**src/rtl/shift_sub_divider_pkg.sv**
```systemverilog
// Shared types for the shift-and-subtract divider.
package div_pkg;

  typedef enum logic [1:0] {IDLE, CALC, DONE} div_state_t;

endpackage

```
**src/rtl/shift_sub_divider_shifter.sv**
```systemverilog
// shifterHI: left-shifting A:Q register with parallel load.
// Serial-in enters at the LSB (quotient bit), serial-out leaves at the MSB.
module shifterHI #(
  parameter int W = 17
) (
  input  logic         CLOCK,
  input  logic         RESET,
  input  logic         mode,
  input  logic         enable,
  input  logic [W-1:0] par_in,
  input  logic         serial_in,
  output logic         serial_out,
  output logic [W-2:0] data_out
);

  logic [W-1:0] r;

  // Parallel load has priority over the shift.
  always_ff @(posedge CLOCK) begin
    if (RESET)       r <= '0;
    else if (mode)   r <= par_in;
    else if (enable) r <= {r[W-2:0], serial_in};
  end

  assign serial_out = r[W-1];
  assign data_out   = r[W-2:0];

endmodule

```
**src/rtl/shift_sub_divider.sv**
```systemverilog
// Radix-2 restoring unsigned divider: FSM, counter, subtractor and restore mux
// around a left-shifting A:Q register.
module shift_sub_divider
  import div_pkg::*;
#(
  parameter int size = 8
) (
  input  logic            CLOCK,
  input  logic            RESET,
  input  logic            start,
  input  logic [size-1:0] dividend,
  input  logic [size-1:0] divisor,
  output logic [size-1:0] quotient,
  output logic [size-1:0] remainder,
  output logic            busy,
  output logic            done,
  output logic            div_by_zero
);

  localparam int CW = $clog2(size + 1);
  localparam logic [CW-1:0] LAST = CW'(size - 1);

  div_state_t        state;
  logic [size-1:0]   d;
  logic [CW-1:0]     cnt;
  logic [2*size-1:0] aq;          // A[size-1:0] : Q
  logic              sign_unused; // A[size] is always 0 once an iteration settles
  logic [size:0]     t;
  logic              ld, sh;
  logic [2*size:0]   ld_val;

  // Trial subtraction of the divisor from the shifted partial remainder.
  assign t = {aq[2*size-1:size], aq[size-1]} - {1'b0, d};

  // Load on accept or on a successful subtract; plain shift on restore.
  always_comb begin
    ld     = 1'b0;
    sh     = 1'b0;
    ld_val = '0;
    case (state)
      IDLE: if (start) begin
        ld = 1'b1;
        if (divisor == '0) ld_val = {1'b0, dividend, {size{1'b1}}};
        else               ld_val = {{(size+1){1'b0}}, dividend};
      end
      CALC: if (t[size]) sh = 1'b1;
            else begin
              ld     = 1'b1;
              ld_val = {t, aq[size-2:0], 1'b1};
            end
      default: ;
    endcase
  end

  // The restore path shifts in quotient bit 0, so serial-in is tied low.
  shifterHI #(.W(2*size+1)) u_shift (
    .CLOCK      (CLOCK),
    .RESET      (RESET),
    .mode       (ld),
    .enable     (sh),
    .par_in     (ld_val),
    .serial_in  (1'b0),
    .serial_out (sign_unused),
    .data_out   (aq)
  );

  // Control FSM, iteration counter, divisor and error flag.
  always_ff @(posedge CLOCK) begin
    if (RESET) begin
      state       <= IDLE;
      d           <= '0;
      cnt         <= '0;
      div_by_zero <= 1'b0;
    end else begin
      case (state)
        IDLE: if (start) begin
          cnt <= '0;
          if (divisor == '0) begin
            div_by_zero <= 1'b1;
            state       <= DONE;
          end else begin
            div_by_zero <= 1'b0;
            d           <= divisor;
            state       <= CALC;
          end
        end
        CALC: begin
          cnt <= cnt + 1'b1;
          if (cnt == LAST) state <= DONE;
        end
        DONE:    state <= IDLE;
        default: state <= IDLE;
      endcase
    end
  end

  assign quotient  = aq[size-1:0];
  assign remainder = aq[2*size-1:size];
  assign busy      = (state != IDLE);
  assign done      = (state == DONE);

endmodule

```
**config.mk**
```make
export PLATFORM = sky130hd
export DESIGN_NAME = shift_sub_divider
export DESIGN_NICKNAME = d
export VERILOG_FILES = /design/src/rtl/shift_sub_divider_pkg.sv /design/src/rtl/shift_sub_divider_shifter.sv /design/src/rtl/shift_sub_divider.sv
export SDC_FILE = /design/constraint.sdc
export NUM_CORES = 1
export LEC_CHECK = 0
export BUFFER_PORTS_ARGS = -buffer_cell sky130_fd_sc_hd__buf_4
export CAP_MARGIN = 20
export CORE_MARGIN = 8
export CORE_UTILIZATION = 50
export CTS_CLUSTER_DIAMETER = 50
export CTS_CLUSTER_SIZE = 40
export DETAILED_ROUTE_END_ITERATION = 10
export PLACE_DENSITY = 0.83
export SYNTH_ARGS = -nofsm -noshare
export SYNTH_HDL_FRONTEND = slang
export SYNTH_HIERARCHICAL = 1
export SYNTH_SLANG_ARGS = --single-unit
```
**constraint.sdc**
```tcl
create_clock -name CLOCK -period 2.5 [get_ports CLOCK]
set_input_delay 0.125 -clock CLOCK [delete_from_list [all_inputs] [get_ports CLOCK]]
set_output_delay 0.125 -clock CLOCK [all_outputs]
set_load 0.01 [all_outputs]
```
==> metrics.md, run 1 <==
| Metric | Value |
|---|---|
| Status | `finished, violations left` |
| Violated checks | `setup timing` |
| Commonest cells after routing, fill and taps aside | `49 x buf_4, 30 x dfxtp_1, 21 x nor2_1` |
| Clk Latency, worst-skew pair | `290 ps` |
| H-Tree Depth | `2` |
| Synthesized instance count | `233` |
| Met2 Track Usage GR | `28.7%` |
| Largest net degree at the start of global routing | `32` |
| Final core area utilization | `65.2%` |
| Skew final | `3.00 ps` |
| Clock root cell | `clkbuf_8` |
| Post-Route WL | `5640 microns` |
| GPL Wtd Cong | `0.896` |
| DR pass1 iterations | `4` |
| Layout cells sized above 1 | `30.0%` |
| Placed cells | `320` |
| Vias in the first global route | `1,768` |
| Maximum VDD drop | `0.418 mV` |
| Max-Cap Viols | `0` |
| Commonest non-fill, non-tap cell in the layout | `buf_4` |
| GRT Resource Usage Total | `16.7%` |
| Reg-to-Reg End | `u_shift/r[13]$_SDFFE_PP0P_` |
| Die area | `6310 sq um` |
| Avg WL per Cell | `16.9 microns` |
| Vias per inst | `5.79` |
| Tightest Hold Check Type | `input pin to flop` |
| Met1 usage | `19.6%` |
| Mapped Area | `2010 sq um` |
| Number of remaining DRC errors | `0` |
| Worst R2R Path Depth | `10` |
| Fillers | `306` |
| Clk buf depth | `2` |
| Worst-path clk slew | `70 ps` |
| Final Hold Fails | `0` |
| Syn avg cell area | `8.64 sq um` |
| GR Layer Usage met3 | `4.28%` |
| CTS Hold Buffers Added | `0` |
| Initial DRC count | `141` |
| Reg2reg start | `u_shift/r[7]$_SDFFE_PP0P_` |
| Power per Cell Area | `758 nW/um^2` |
| WHS | `91.2 ps` |
| RSZ-0062 raised after global routing | `true` |
| Initial Util | `51.1%` |
| Maximum clock rate | `385 MHz` |
| Area Growth Syn to Fin | `27.8%` |
| First-pass GRT wire length | `8470 microns` |
| Crit path capture type | `flop` |
| NumNets Final | `311` |
| CP Launch Type | `flop` |
| Hold depth | `3` |
| Final Cycle Share | `104%` |
| CTS tree | `built` |
| Post-DP HPWL | `3980 microns` |
| Slew Viols, Final | `0` |
| Initial antenna violation count | `0` |
| Critical-path maximum fanout | `8` |
| Launch point of the worst hold path | `divisor[1]` |
| Post-route ant nets | `0` |
| Final cell count without fillers | `333` |
| CTS Buf Count | `5` |
| Final setup viols | `16` |
| Setup CP Type | `flop to flop` |
| Num rows | `23` |
| Yosys warnings | `6` |
| Fin worst setup slack | `-94.3 ps` |
| R2r setup slk | `-90 ps` |
| Die Span Y | `79.5 microns` |
| PortBufs | `37` |
| Critical path arrival | `2750 ps` |
| Antenna cells | `0` |
| Hold EP | `d[1]$_SDFFE_PP0P_` |
| Synthesized net count | `262` |
| Die width | `79.5 microns` |
| Clock Sinks | `31` |
| Grt peak-use layer | `met2` |
| Core ar. | `3940 sq um` |
| Leakage power | `1.04 nW` |
| # IOs | `38` |
| Min Tclk post-route | `2590 ps` |
| GRT Residual Overflow | `0` |
| Worst path required time | `2660 ps` |
| Routed vias | `1,927` |
## registers in the layout (all words and copies together) (netlist names)
register and cells:
u_shift/r 16, d 8, cnt 4, state 2, div_by_zero 1
## cell type report
class / instances / area (sq um) / area share (%)
Multi-Input combinational cell: 180 / 1340 / 52.0
Timing Repair Buffer: 51 / 413 / 16.1
Clock buffer: 5 / 68.8 / 2.68
Sequential cell: 31 / 622 / 24.2
Inverter: 13 / 48.8 / 1.90
Clock inverter: 3 / 20.0 / 0.778
Tap cell: 50 / 62.6 / 2.43
## worst max-delay path by stage
| stage | slack [ps] | start | to |
|---|---|---|---|
| 2_1_floorplan | 0.4 | u_shift/r[7]$_SDFFE_PP0P_ | u_shift/r[4]$_SDFFE_PP0P_ |
| 3_3_place_gp | 5 | u_shift/r[7]$_SDFFE_PP0P_ | u_shift/r[15]$_SDFFE_PP0P_ |
| 3_5_place_dp | -30 | u_shift/r[7]$_SDFFE_PP0P_ | u_shift/r[15]$_SDFFE_PP0P_ |
| 4_1_cts | 3 | u_shift/r[7]$_SDFFE_PP0P_ | u_shift/r[15]$_SDFFE_PP0P_ |
| 5_1_grt | -170 | u_shift/r[7]$_SDFFE_PP0P_ | u_shift/r[12]$_SDFFE_PP0P_ |
| 6_report | -90 | u_shift/r[7]$_SDFFE_PP0P_ | u_shift/r[13]$_SDFFE_PP0P_ |
## stage by stage
stage,TNS (ps),total power [mW],cell area [sq um],worst slack [ps]
2_1_floorplan,0,1.20,2020,0.384
3_3_place_gp,0,1.45,2380,4.64
3_5_place_dp,-30.4,1.47,2380,-30.4
4_1_cts,0,1.87,2480,2.76
5_1_grt,-2130,2.06,2570,-171
6_report,-1160,1.95,2570,-94.3
## critical path, cell delays in order (launching register included)
cell       delay (ps)
dfxtp_2           350
inv_2              50
ha_4              150
fa_2              360
nand2b_4          170
a2111oi_4         440
o21ai_1           140
a21oi_2           300
clkbuf_16         230
mux2i_1           190
a211oi_1           90
## metal layers
metal  vias up  wire length (microns)  part of all wire, %
li1        938                      -                    -
met2        61                   2870                   51
met1       913                   2280                   40
met4         0                    141                  2.5
met5         -                      0                    0
met3        15                    346                  6.1
## repair_timing
item / CTS / global route
gates resized for setup: 0 / 11
cloned: 0 / 1
hold endpoints to repair: 0 / 0
endpoints found under the setup margin: 16 / 16
pin swaps: 3 / 15
buffers inserted: 2 / 2
## where the power goes
part           total (mW)  switching (mW)  internal (mW)
clock network       0.393           0.200          0.193
registers           0.628          0.0698          0.559
logic               0.928           0.479          0.448
No activity file was read; power rests on OpenSTA's default activity.
==> run 2: changes to the inputs <==
RECOVER_POWER = 25   (was not set)
==> run 2 against run 1 <==
The run still ends with setup timing left. Via count shrank 0.16%. First-iteration DRC count shrank 17%. Setup slack lost 15 ps. Die area is the same. Global-route usage is the same. Highest routed layer unchanged.
==> metrics.md, run 2 (synthesis gave the netlist of run 1 again) <==
| Metric | Value |
|---|---|
| First-pass GRT wire length | `8470 microns (unchanged)` |
| Crit path capture type | `flop (unchanged)` |
| Clk Latency, worst-skew pair | `290 ps (about the same)` |
| Maximum VDD drop | `0.422 mV (was 0.418 mV)` |
| CTS Hold Buffers Added | `0 (unchanged)` |
| CP Launch Type | `flop (unchanged)` |
| DR pass1 iterations | `4 (unchanged)` |
| Pwr Total | `1.93 mW (was 1.95 mW)` |
| Placed cells | `320 (unchanged)` |
| Area Growth Syn to Fin | `26.3% (was 27.8%)` |
| Min Tclk post-route | `2610 ps (was 2590 ps)` |
| CTS Buf Count | `5 (unchanged)` |
| Worst path required time | `2660 ps (about the same)` |
| Setup TNS | `-1300 ps (was -1160 ps)` |
| Final Hold Fails | `0 (unchanged)` |
| Maximum clock rate | `383 MHz (was 385 MHz)` |
| H-Tree Depth | `2 (unchanged)` |
| Antenna cells | `0 (unchanged)` |
| Die Span Y | `79.5 microns (unchanged)` |
| Slowest CP cell | `a2111oi_4 (unchanged)` |
| Flip-flop count of the largest register after layout | `16 (unchanged)` |
| Reg2reg start | `u_shift/r[7]$_SDFFE_PP0P_ (unchanged)` |
| Post-Route WL | `5650 microns (was 5640 microns)` |
| Multi-input logic area | `1340 sq um (unchanged)` |
| Number of remaining DRC errors | `0 (unchanged)` |
| Post-DP HPWL | `3980 microns (unchanged)` |
| PortBufs | `37 (unchanged)` |
| RSZ-0062 raised after global routing | `true (unchanged)` |
| GRT Residual Overflow | `0 (unchanged)` |
| Final setup viols | `16 (unchanged)` |
| Initial DRC count | `117 (was 141)` |
| Clk buf depth | `2 (unchanged)` |
| Status | `finished, violations left (unchanged)` |
| Post-route ant nets | `0 (unchanged)` |
| Max-Cap Viols | `0 (unchanged)` |
| Num rows | `23 (unchanged)` |
| Critical-path maximum fanout | `8 (unchanged)` |
| GPL Wtd Cong | `0.896 (unchanged)` |
| Routed vias | `1,924 (was 1,927)` |
| Launch point of the worst hold path | `divisor[1] (unchanged)` |
| CP cell instances | `inv_2 > ha_4 > fa_2 > nand2b_4 > a2111oi_4 > o21ai_1 > a21oi_2 > clkbuf_16 > mux2i_1 > a211oi_1 (unchanged)` |
| Fin worst setup slack | `-110 ps (was -94.3 ps)` |
| Reg area | `622 sq um (unchanged)` |
| Die width | `79.5 microns (unchanged)` |
| CP startpoint | `u_shift/r[7]$_SDFFE_PP0P_ (unchanged)` |
| Largest regs | `u_shift/r: 16 flops, d: 8 flops, cnt: 4 flops (unchanged)` |
| Final Cycle Share | `104% (about the same)` |
| GRT Resource Usage Total | `16.7% (unchanged)` |
| Placed Area | `2380 sq um (unchanged)` |
| Violated checks | `setup timing (unchanged)` |
| Initial antenna violation count | `0 (unchanged)` |
| Initial Util | `51.1% (unchanged)` |
| Final cell count without fillers | `333 (unchanged)` |
| Die area | `6310 sq um (unchanged)` |
| Critical path arrival | `2770 ps (was 2750 ps)` |
| Clock Sinks | `31 (unchanged)` |
| Fillers | `309 (was 306)` |
| Core ar. | `3940 sq um (unchanged)` |
| Avg WL per Cell | `17.0 microns (was 16.9 microns)` |
| NumNets Final | `311 (unchanged)` |
| CP peak stage delay | `440 ps (about the same)` |
| Leakage power | `1.01 nW (was 1.04 nW)` |
| Clock root cell | `clkbuf_8 (unchanged)` |
| # IOs | `38 (unchanged)` |
| Commonest cells after routing, fill and taps aside | `41 x buf_4, 30 x dfxtp_1, 21 x nor2_1 (was 49 x buf_4, 30 x dfxtp_1, 21 x nor2_1)` |
| Largest register by flop count | `u_shift/r (unchanged)` |
| Largest net degree at the start of global routing | `32 (unchanged)` |
| Vias per inst | `5.78 (was 5.79)` |
| Skew final | `3.93 ps (was 3.00 ps)` |
| Final core area utilization | `64.5% (was 65.2%)` |
| Commonest non-fill, non-tap cell in the layout | `buf_4 (unchanged)` |
| Vias in the first global route | `1,768 (unchanged)` |
| Slew Viols, Final | `0 (unchanged)` |
| Setup CP Type | `flop to flop (unchanged)` |
| Layout cells sized above 1 | `27.2% (was 30.0%)` |
| CTS tree | `built (unchanged)` |
| Tightest Hold Check Type | `input pin to flop (unchanged)` |
| Delay-heaviest family, CP | `compound AO/OA/AOI/OAI gates (unchanged)` |
| Worst-path clk slew | `70 ps (about the same)` |
| CP bufs+invs | `2 (unchanged)` |
| Finished Cell Area | `2540 sq um (was 2570 sq um)` |
| Power per Cell Area | `761 nW/um^2 (was 758 nW/um^2)` |
[run 2: cell count changes in the layout (fill, tap and decap cells not counted), sizes merged]
cell    previous run  this run
buf               50        42
clkbuf             6        14
[run 2: worst register-to-register path, delay by kind of cell, from the launching register on]
family	cells	cell delay (ps)
compound gates	4	980
simple gates	1	170
mux	1	190
fa+ha+maj	2	520
buf+inv	2	280
flops	1	350
[run 2: area by class of cell]
| cell class | count | area share, % |
|---|---|---|
| flip-flops and latches | 31 | 24.5 |
| well taps | 50 | 2.46 |
| clock buffers | 5 | 2.71 |
| inverters | 13 | 1.92 |
| repair buffers | 51 | 15.1 |
| multi-input cells | 180 | 52.6 |
| clock inverters | 3 | 0.787 |
[run 2: where the power goes]
part	internal, mW	total (mW)	switching (mW)
Sequential	0.559	0.628	0.0699
Combinational	0.431	0.911	0.480
Clock	0.193	0.395	0.202
[run 2: final timing paths]
path | endpoint | slack [ps] | cells after the start
worst min register to register | d[2]$_SDFFE_PP0P_ | 460 | 2
worst max register to register | u_shift/r[13]$_SDFFE_PP0P_ | -110 | 10
worst min-delay path | d[1]$_SDFFE_PP0P_ | 90 | 3
worst max-delay path | u_shift/r[13]$_SDFFE_PP0P_ | -110 | 10
[run 2: timing repair]
item | CTS | global route
gates cloned | 0 | 1
pin swaps | 3 | 15
hold endpoints to repair | 0 | 0
setup endpoints to repair | 16 | 16
gates resized for setup | 0 | 11
setup buffers | 2 | 2
[run 2: stage by stage]
step / hold slack [ps] / setup slack, ps
final: 91.2 / -110
after CTS: 97.0 / 2.76
after floorplan: 194 / 0.384
after global routing: 101 / -171
after detailed placement: 392 / -30.4
after global placement: 386 / 4.64
[run 2: routing by layer]
metal / track usage [%] / routed length, microns
met2: 28.7 / 2860
met3: 4.28 / 378
met1: 19.6 / 2250
met5: 0 / 0
met4: 5.74 / 158
